[config.mk]
export PLATFORM = sky130hd
export DESIGN_NAME = sc_schedule_controller
export DESIGN_NICKNAME = d
export VERILOG_FILES = /design/src/rtl/sc_schedule_controller.sv
export SDC_FILE = /design/constraint.sdc
export NUM_CORES = 1
export LEC_CHECK = 0
export ABC_AREA = 1
export CAP_MARGIN = 20
export CORE_AREA = 3 3 40 42
export DETAILED_ROUTE_END_ITERATION = 12
export DIE_AREA = 0 0 43 45
export HOLD_SLACK_MARGIN = 0.08
export PLACE_DENSITY = 0.88
export SKIP_CTS_REPAIR_TIMING = 1
export SYNTH_ARGS = -nofsm -noshare
export SYNTH_HDL_FRONTEND = slang
export SYNTH_SLANG_ARGS = --single-unit
[constraint.sdc]
create_clock -name clk -period 4.3 [get_ports clk]
set_input_delay 1.29 -clock clk [delete_from_list [all_inputs] [get_ports clk]]
set_output_delay 1.29 -clock clk [all_outputs]
set_load 0.01 [all_outputs]
[src/rtl/sc_schedule_controller.sv]
// SC polar-decoder tree-traversal scheduler: per-cycle stage / exe / f-g / bit index for N=2^n, 2^p PEs.
// Optional `abort` input is compiled in when SCHED_ABORT_EN is defined.
module sc_schedule_controller #(
  parameter int n = 3,
  parameter int p = 1
) (
  input  logic                   clk,
  input  logic                   rst,
  input  logic                   en,
  input  logic                   start,
`ifdef SCHED_ABORT_EN
  input  logic                   abort,
`endif
  output logic                   decoder_busy,
  output logic [$clog2(n)-1:0]   stage_index,
  output logic [n-p-1:0]         exe_index,
  output logic                   op_g,
  output logic [n-1:0]           bit_index,
  output logic                   leaf,
  output logic                   done
);

  localparam int SW = $clog2(n);
  localparam int EW = n - p;
  localparam int BW = n;
  localparam logic [SW-1:0] STAGE_TOP = SW'(n - 1);
  localparam logic [EW-1:0] EXE_TOP   = EW'(1 << (n - p - 1));
  localparam logic [BW-1:0] BIT_LAST  = {BW{1'b1}};

  typedef enum logic {IDLE, RUN} state_t;

  state_t          state_q, state_d;
  logic [SW-1:0]   stage_q, stage_d;
  logic [EW-1:0]   exe_q, exe_d;
  logic            g_q, g_d;
  logic [BW-1:0]   bit_q, bit_d;
  logic            done_q, done_d;
  logic            leaf_q, leaf_d;
  logic            abort_w;
  logic            last_op;
  logic [BW-1:0]   nxt_bit;

`ifdef SCHED_ABORT_EN
  assign abort_w = abort;
`else
  assign abort_w = 1'b0;
`endif

  // Op length at stage s: 2^(s-p) cycles once the stage is wider than the PE array, else one.
  function automatic logic [EW-1:0] op_len(input logic [SW-1:0] s);
    int si;
    si = int'(s);
    if (si >= p) return EW'(1 << (si - p));
    else         return EW'(1);
  endfunction

  function automatic logic [SW-1:0] ctz(input logic [BW-1:0] v);
    logic [SW-1:0] r;
    r = '0;
    for (int k = BW - 1; k >= 0; k--)
      if (v[k]) r = SW'(k);
    return r;
  endfunction

  assign last_op = (exe_q == EW'(1)) && (stage_q == '0) && (bit_q == BIT_LAST);

  always_ff @(posedge clk or posedge rst) begin
    if (rst) begin
      state_q <= IDLE;
      stage_q <= STAGE_TOP;
      exe_q   <= EXE_TOP;
      g_q     <= 1'b0;
      bit_q   <= '0;
      done_q  <= 1'b0;
      leaf_q  <= 1'b0;
    end else begin
      state_q <= state_d;
      stage_q <= stage_d;
      exe_q   <= exe_d;
      g_q     <= g_d;
      bit_q   <= bit_d;
      done_q  <= done_d;
      leaf_q  <= leaf_d;
    end
  end

  always_comb begin
    state_d = state_q;
    case (state_q)
      IDLE: if (start) state_d = RUN;
      RUN: begin
        if (abort_w)            state_d = IDLE;
        else if (en && last_op) state_d = IDLE;
      end
      default: state_d = IDLE;
    endcase
  end

  // IDLE values coincide with the first op of bit 0, so a start needs no separate load.
  always_comb begin
    stage_d = stage_q;
    exe_d   = exe_q;
    g_d     = g_q;
    bit_d   = bit_q;
    done_d  = 1'b0;
    nxt_bit = bit_q + BW'(1);
    if (state_q == IDLE || abort_w) begin
      stage_d = STAGE_TOP;
      exe_d   = EXE_TOP;
      g_d     = 1'b0;
      bit_d   = '0;
    end else if (en) begin
      if (exe_q > EW'(1)) begin
        exe_d = exe_q - EW'(1);
      end else if (stage_q != '0) begin
        stage_d = stage_q - SW'(1);
        exe_d   = op_len(stage_q - SW'(1));
        g_d     = 1'b0;
      end else if (bit_q == BIT_LAST) begin
        stage_d = STAGE_TOP;
        exe_d   = EXE_TOP;
        g_d     = 1'b0;
        bit_d   = '0;
        done_d  = 1'b1;
      end else begin
        bit_d   = nxt_bit;
        stage_d = ctz(nxt_bit);
        exe_d   = op_len(ctz(nxt_bit));
        g_d     = 1'b1;
      end
    end
    leaf_d = (state_d == RUN) && (stage_d == '0);
  end

  assign decoder_busy = (state_q == RUN);
  assign stage_index  = stage_q;
  assign exe_index    = exe_q;
  assign op_g         = g_q;
  assign bit_index    = bit_q;
  assign leaf         = leaf_q;
  assign done         = done_q;

endmodule

==> results of run 1 <==
==> layout make-up <==
cell class                 instances  area share, %
sequential                        11           33.6
timing repair buffer              14           16.9
multi-input combinational         45           37.8
tap                               15           2.27
clock buffer                       4           3.18
inverter                          13           6.20
==> layer usage <==
layer  GRT usage [%]  up-vias
met4            14.5        0
met2            26.0       13
met3            5.58        5
met5               0        -
li1                -      254
met1            18.9      252
==> path summary, 6_finish.rpt <==
kind	start	endpoint	slack, ns	cells past startpoint
max	decoder_busy$_DFF_PP0_	decoder_busy	1.60	1
min	exe_index[0]$_DFFE_PP0P_	decoder_busy$_DFF_PP0_	0.52	1
max reg2reg	bit_index[0]$_DFFE_PP0P_	leaf$_DFF_PP0_	2.73	7
min reg2reg	exe_index[0]$_DFFE_PP0P_	decoder_busy$_DFF_PP0_	0.52	1
max in group asynchronous	rst	stage_index[1]$_DFF_PP1_	2.67	2
min in group asynchronous	rst	done$_DFF_PP0_	1.31	2
==> sequential cells by signal, indices dropped and copies added, names as in the netlist <==
name / flops
bit_index: 3
done: 1
leaf: 1
op_g: 1
decoder_busy: 1
stage_index: 2
exe_index: 2
==> Yosys cell counts <==
| cell type | number |
|---|---|
| nand2_2 | 3 |
| nor2_4 | 1 |
| or2_2 | 1 |
| a21oi_1 | 2 |
| nand2_1 | 13 |
| nand2_4 | 1 |
| a21oi_2 | 1 |
| ha_1 | 5 |
| a211oi_2 | 1 |
| o22ai_1 | 1 |
| inv_1 | 11 |
| inv_4 | 1 |
| o22ai_4 | 1 |
| dfstp_2 | 2 |
| dfrtp_1 | 9 |
| nor3_2 | 2 |
| inv_2 | 1 |
| mux2i_1 | 1 |
| o21ai_0 | 1 |
| nor3_1 | 1 |
| nor2_2 | 1 |
| nor2_1 | 3 |
| nand3_2 | 1 |
| o21ai_2 | 1 |
| nand3_1 | 4 |
==> per-stage QoR <==
| stage | worst slack (ns) | utilization [%] | hold WS (ns) | area, sq um | power (mW) |
|---|---|---|---|---|---|
| after detailed placement | 1.82 | 62.3 | 0.513 | 801 | 0.500 |
| after global placement | 1.88 | 62.3 | 0.503 | 801 | 0.486 |
| after CTS | 1.60 | 64.4 | 0.521 | 827 | 0.575 |
| after global routing | 1.54 | 64.4 | 0.546 | 827 | 0.625 |
| after floorplan | 2.45 | - | 0.540 | 642 | 0.379 |
| final | 1.60 | 64.4 | 0.523 | 827 | 0.569 |
==> cells by family after synthesis <==
logic type | Yosys count
simple gates | 31
buf+inv | 13
flops | 11
compound gates | 8
fa+ha+maj | 5
mux | 1
==> power by group <==
group / switching, mW / internal [mW]
sequential: 0.0397 / 0.150
clock: 0.0358 / 0.0360
combinational: 0.156 / 0.151
total: 0.232 / 0.337
==> results.yml, run 1 <==
outcome:
  outcome: "finished clean"
floorplanning:
  die_h_um: 45
  dieWidth_um: 43
  pin_count: 15
  rows: 13
  core_area_sq_mm: 0.00128
  fp.dieArea_sq_mm: 0.00194
  initial_utilization_pct: 50.0
grt:
  antenna_found_initial: 0
  grt.overflow.total: 0
  first_global_vias: 545
  grt_max_degree: 12
  grt_first_pass_wirelength_um: 2300
  track_usage_pct: 16.9
route:
  drt_first_pass_iters: 4
  drt-total-wl_um: 1300
  final_antenna_net_count: 0
  met1_length_um: 556
  drtIter0Drc: 10
  maxUsedRoutingLayer: "met4"
  routed-wl-met3_um: 61
  dr_wl_met2_um: 634
  via_count: 524
  vias_per_cell: 5.14
  drt-wirelength-per-cell_um: 12.7
  drc: 0
clock_tree:
  clockRootBuffer: "clkbuf_4"
  cts_tree: "done"
  cts_sinks: 11
  htree_levels: 1
  path_clk_slew_ns: 0.07
  clockBufferDepth: 2
  numCtsBuffers: 3
  clkLatencyLatePin_ns: 0.27
critical_path:
  worstPathArrival_ns: 1.41
  slowest_delay_ns: 0.60
  crit_type: "register to output pin"
  required_ns: 3.01
  cp.buffers_inverters: 1
  cp_slowest_cell: "clkdlybuf4s50_1"
  worst-path-max-fanout: 8
  start_kind: "register"
  critPathCaptureType: "output pin"
  critical_path.top_delay_family: "buffers and inverters"
  path_cells: "clkdlybuf4s50_1"
logic_synthesis:
  yosysWarnings: 0
  synth_top_area_cell: "dfrtp_1"
  synth_area_per_cell_sq_um: 9.30
  synth_top_family_by_area: "simple AND/OR/NAND/NOR gates"
  synthAdderAreaFrac_pct: 9.75
  synth_compound_gate_area_share_pct: 11.1
  synth.top_cell.area_share_pct: 35.1
  synthesis.area_sq_um: 642
  ys_types: 25
  synthTopCellsByArea: "dfrtp_1 35%, ha_1 9.7%, dfstp_2 8.2%"
  muxShareOfSynthArea_pct: 1.56
  synth-simple-area-share_pct: 26.3
  synth_cells: 69
  synth_seq_cells: 11
  synth_nets: 78
  synthXorXnorAreaFrac_pct: 0
  ys_seq_area_share_pct: 43.3
flow_run:
  cap_violations: 0
timing:
  period_needed_ns: 2.70
  hold_viol_final: 0
  rsz0062_at_grt: "no"
  min_period_over_period_pct: 62.7
  worst_pin_slew_ns: 0.416
  skew_ns: 0.00347
  setup_viol: 0
  slew_viol_final: 0
  slew_headroom_pct: 72.2
  setup_tns_ns: 0
  fmax_mhz: 371
cells_and_area:
  layout_commonest_cell: "clkdlybuf4s50_1"
  multi_input_area_sq_um: 313
  drive_above_1_share_pct: 24.1
  seqCellArea_sq_um: 278
  final_cell_mix: "14 x clkdlybuf4s50_1, 13 x nand2_1, 11 x inv_1"
  syn2layout_area_growth_pct: 28.8
  nets: 97
  fillers: 117
  diodes: 0
  instances_no_fill: 102
place:
  gp_congestion: 0.857
  dp_cells: 98
  hpwl_um: 1020
  port_buffers: 14
power:
  power_density_mw_per_mm2: 688
  leakagePower_nw: 0.399
  vdd_drop_max_mv: 0.427
hold_path:
  hold_class: "register to register"
(Power assumes the default switching activity.)
==> run 2: changes to the inputs <==
- CORE_AREA: 3 3 40 42 -> default
- CORE_MARGIN: default -> 3
- CORE_UTILIZATION: default -> 42
- DIE_AREA: 0 0 43 45 -> default
- PLACE_DENSITY: 0.88 -> 0.82
- clock period: 4.3 -> 2.4 ns (I/O delays scaled with it)
==> results.yml, run 2 (synthesis results as in run 1) <==
outcome:
  outcome: "finished clean"
timing:
  hold_viol_final: 0
  period_needed_ns: 2.12
  min_period_over_period_pct: 88.2
  slew_headroom_pct: 71.6
  fmax_mhz: 472
  hold_slack_ns: 0.521
  slew_viol_final: 0
  worst_pin_slew_ns: 0.426
  skew_ns: 0.00508
  setup_viol: 0
  rsz0062_at_grt: "no"
  setup_tns_ns: 0
flow_run:
  cap_violations: 0
power:
  p_int_mw: 0.601
  leakagePower_nw: 0.399
  switching_share_pct: 39.9
  p_seq_share_pct: 34.1
  power_density_mw_per_mm2: 1210
  combPwrFrac_pct: 53.5
  vdd_drop_max_mv: 0.558
  switching_power_mw: 0.399
  pwr-share-clk_pct: 12.4
  power_mw: 1.00
cells_and_area:
  final_cell_mix: "14 x clkdlybuf4s50_1, 13 x nand2_1, 11 x inv_1"
  layout_commonest_cell: "clkdlybuf4s50_1"
  diodes: 0
  drive_above_1_share_pct: 24.1
  largest_reg_flops: 3
  nets: 97
  syn2layout_area_growth_pct: 28.8
hold_path:
  hold_class: "register to register"
critical_path:
  path_cells: "clkdlybuf4s50_1"
  cp_slowest_cell: "clkdlybuf4s50_1"
  critical_path.top_delay_family: "buffers and inverters"
  cp.buffers_inverters: 1
  worstPathArrival_ns: 1.40
  crit_type: "register to output pin"
  worst-path-max-fanout: 8
  slowest_delay_ns: 0.61
  required_ns: 1.68
  start_kind: "register"
  critPathCaptureType: "output pin"
grt:
  first_global_vias: 499
  grt_max_degree: 12
  grt.overflow.total: 0
  track_usage_pct: 14.1
  antenna_found_initial: 0
  grt_first_pass_wirelength_um: 2140
clock_tree:
  clockBufferDepth: 2
  htree_levels: 1
  path_clk_slew_ns: 0.07
  clkLatencyLatePin_ns: 0.26
  clockRootBuffer: "clkbuf_4"
  numCtsBuffers: 3
  cts_tree: "done"
  cts_sinks: 11
place:
  port_buffers: 14
  gp_congestion: 0.839
  hpwl_um: 943
floorplanning:
  pin_count: 15
  die_h_um: 45.1
  initial_utilization_pct: 47.0
  rows: 13
  core_area_sq_mm: 0.00137
  fp.dieArea_sq_mm: 0.00203
  dieWidth_um: 45.1
route:
  via_count: 498
  drt-total-wl_um: 1160
  drt-wirelength-per-cell_um: 11.4
  drt_first_pass_iters: 4
  drtIter0Drc: 4
  vias_per_cell: 4.88
  drc: 0
  final_antenna_net_count: 0
[run 2: cell counts in the layout (fill, tap and decap cells not counted)]
Identical to the previous run, type by type.
[run 2: worst paths after layout]
path / startpoint / endpoint / slack (ns) / cells after the start
max in group asynchronous: rst / stage_index[1]$_DFF_PP1_ / 1.32 / 2
hold reg to reg: exe_index[0]$_DFFE_PP0P_ / decoder_busy$_DFF_PP0_ / 0.52 / 1
setup / recovery: decoder_busy$_DFF_PP0_ / decoder_busy / 0.28 / 1
min in group asynchronous: rst / bit_index[2]$_DFFE_PP0P_ / 0.74 / 2
setup reg to reg: bit_index[0]$_DFFE_PP0P_ / leaf$_DFF_PP0_ / 0.86 / 7
hold / removal: exe_index[0]$_DFFE_PP0P_ / decoder_busy$_DFF_PP0_ / 0.52 / 1
[run 2: power by group through the flow]
stage | Combinational, mW | Sequential (mW) | Clock [mW]
floorplan | 0.311 | 0.368 | 0
detailed placement | 0.543 | 0.345 | 0
global route | 0.609 | 0.354 | 0.137
global placement | 0.535 | 0.341 | 0
CTS | 0.545 | 0.343 | 0.127
finish | 0.535 | 0.341 | 0.124
[run 2: per-layer routing]
metal / GRT usage [%] / vias up / wire [um]
li1: - / 258 / -
met3: 1.20 / 0 / 37
met1: 19.2 / 229 / 536
met5: 0 / - / 0
met2: 22.3 / 11 / 589
met4: 7.02 / 0 / 0
[run 2: area by class of cell]
type,instances,area (sq um)
Fill cell,128,539
Timing Repair Buffer,14,140
Clock buffer,4,26.3
Inverter,13,51.3
Sequential cell,11,278
Multi-Input combinational cell,45,313
Tap cell,15,18.8
[run 2: per-stage QoR]
step / setup slack [ns] / area (sq um) / cells / utilization, %
floorplan: 0.938 / 642 / 69 / -
global placement: 0.550 / 801 / 98 / 58.6
detailed placement: 0.498 / 801 / 98 / 58.6
CTS: 0.278 / 827 / 102 / 60.5
global route: 0.226 / 827 / 102 / 60.5
finish: 0.282 / 827 / 102 / 60.5
==> run 3: changes to the inputs <==
- CORE_UTILIZATION: 42 -> 40
- PLACE_DENSITY: 0.82 -> 0.79
==> results.yml, run 3 (synthesis results as in run 1) <==
outcome:
  outcome: "finished clean"
clock_tree:
  clockBufferDepth: 2
  path_clk_slew_ns: 0.07
  clockRootBuffer: "clkbuf_4"
  cts_sinks: 11
  cts_tree: "done"
  htree_levels: 1
  numCtsBuffers: 3
  clkLatencyLatePin_ns: 0.26
timing:
  rsz0062_at_grt: "no"
  setup_viol: 0
  hold_viol_final: 0
  skew_ns: 0.00108
  period_needed_ns: 2.12
  setup_tns_ns: 0
  slew_viol_final: 0
  slew_headroom_pct: 70.5
  worst_pin_slew_ns: 0.442
  min_period_over_period_pct: 88.3
  fmax_mhz: 472
  setup_ws_ns: 0.280
grt:
  grt_max_degree: 12
  antenna_found_initial: 0
  met1_usage_pct: 17.9
  grt.overflow.total: 0
  grt-busiest-layer: "met2"
  first_global_vias: 497
  gr-usage-met3_pct: 3.52
  grt_first_pass_wirelength_um: 2040
  grt_use_met2_pct: 20.6
  track_usage_pct: 14.2
place:
  port_buffers: 14
  post_dp_cell_area_sq_um: 801
  dp_slack_ns: 0.503
  gp_congestion: 0.838
  hpwl_um: 963
power:
  vdd_drop_max_mv: 0.613
  power_mw: 1.00
  p_int_mw: 0.603
  p_seq_share_pct: 33.7
  leakagePower_nw: 0.399
  power_density_mw_per_mm2: 1210
  switching_power_mw: 0.401
  switching_share_pct: 39.9
  pwr-share-clk_pct: 12.4
  combPwrFrac_pct: 53.9
floorplanning:
  core_area_sq_mm: 0.00140
  pin_count: 15
  die_h_um: 46.1
  rows: 13
  dieWidth_um: 46.1
  fp.dieArea_sq_mm: 0.00212
  initial_utilization_pct: 45.9
hold_path:
  min_to: "op_g$_DFFE_PP0P_"
  min_path_cells: 2
  hold_class: "register to register"
  worstHoldStart: "op_g$_DFFE_PP0P_"
critical_path:
  worst-path-max-fanout: 8
  crit_type: "register to output pin"
  path_cells: "clkdlybuf4s50_1"
  start_kind: "register"
  critical_path.top_delay_family: "buffers and inverters"
  r2r_end: "leaf$_DFF_PP0_"
  critPathCaptureType: "output pin"
  rrSetupSlack_ns: 0.86
  r2r_cells: 7
  r2r_start: "bit_index[0]$_DFFE_PP0P_"
  worstPathArrival_ns: 1.40
  cp.buffers_inverters: 1
  required_ns: 1.68
  slowest_delay_ns: 0.60
  cp_slowest_cell: "clkdlybuf4s50_1"
cells_and_area:
  final_cell_mix: "14 x clkdlybuf4s50_1, 13 x nand2_1, 11 x inv_1"
  layout_commonest_cell: "clkdlybuf4s50_1"
  utilization_pct: 59.1
  largest_reg_flops: 3
  syn2layout_area_growth_pct: 28.8
  drive_above_1_share_pct: 24.1
  nets: 97
  diodes: 0
  stdcell_area_sq_um: 827
route:
  drtIter0Drc: 13
  drc: 0
  final_antenna_net_count: 0
  drt_first_pass_iters: 4
  drt-total-wl_um: 1200
  drt-wirelength-per-cell_um: 11.7
  via_count: 501
  vias_per_cell: 4.91
flow_run:
  cap_violations: 0
-- run 3: cell counts in the layout (fill, tap and decap cells not counted) --
No cell type changed its count.
-- run 3: how the worst max path moves through the flow --
| stage | startpoint | end | slack (ns) | cells after the start |
|---|---|---|---|---|
| after floorplan | bit_index[0]$_DFFE_PP0P_ | leaf$_DFF_PP0_ | 0.94 | 7 |
| after global placement | en | leaf$_DFF_PP0_ | 0.55 | 6 |
| after detailed placement | en | leaf$_DFF_PP0_ | 0.50 | 6 |
| after CTS | decoder_busy$_DFF_PP0_ | decoder_busy | 0.26 | 1 |
| after global routing | decoder_busy$_DFF_PP0_ | decoder_busy | 0.19 | 1 |
| final | decoder_busy$_DFF_PP0_ | decoder_busy | 0.28 | 1 |
-- run 3: final cells by class --
cell class / instances / area (sq um)
clock buffers: 4 / 26.3
fillers: 137 / 572
repair buffers: 14 / 140
multi-input cells: 45 / 313
flip-flops and latches: 11 / 278
inverters: 13 / 51.3
well taps: 15 / 18.8
-- run 3: per-layer routing --
layer / routed length [um] / up-vias
met5: 0 / -
met4: 44 / 0
met3: 50 / 5
met2: 528 / 15
met1: 573 / 225
li1: - / 256
-- run 3: per-stage QoR --
step                      std cells  hold WS, ns
final                           102        0.513
after global routing            102        0.549
after CTS                       102        0.518
after detailed placement         98        0.503
after global placement           98        0.505
after floorplan                  69        0.540
-- run 3: power by group through the flow --
stage	clock (mW)	sequential (mW)	combinational (mW)
2_1_floorplan	0	0.368	0.311
3_3_place_gp	0	0.340	0.535
3_5_place_dp	0	0.345	0.547
4_1_cts	0.130	0.341	0.550
5_1_grt	0.144	0.350	0.606
6_report	0.124	0.339	0.541
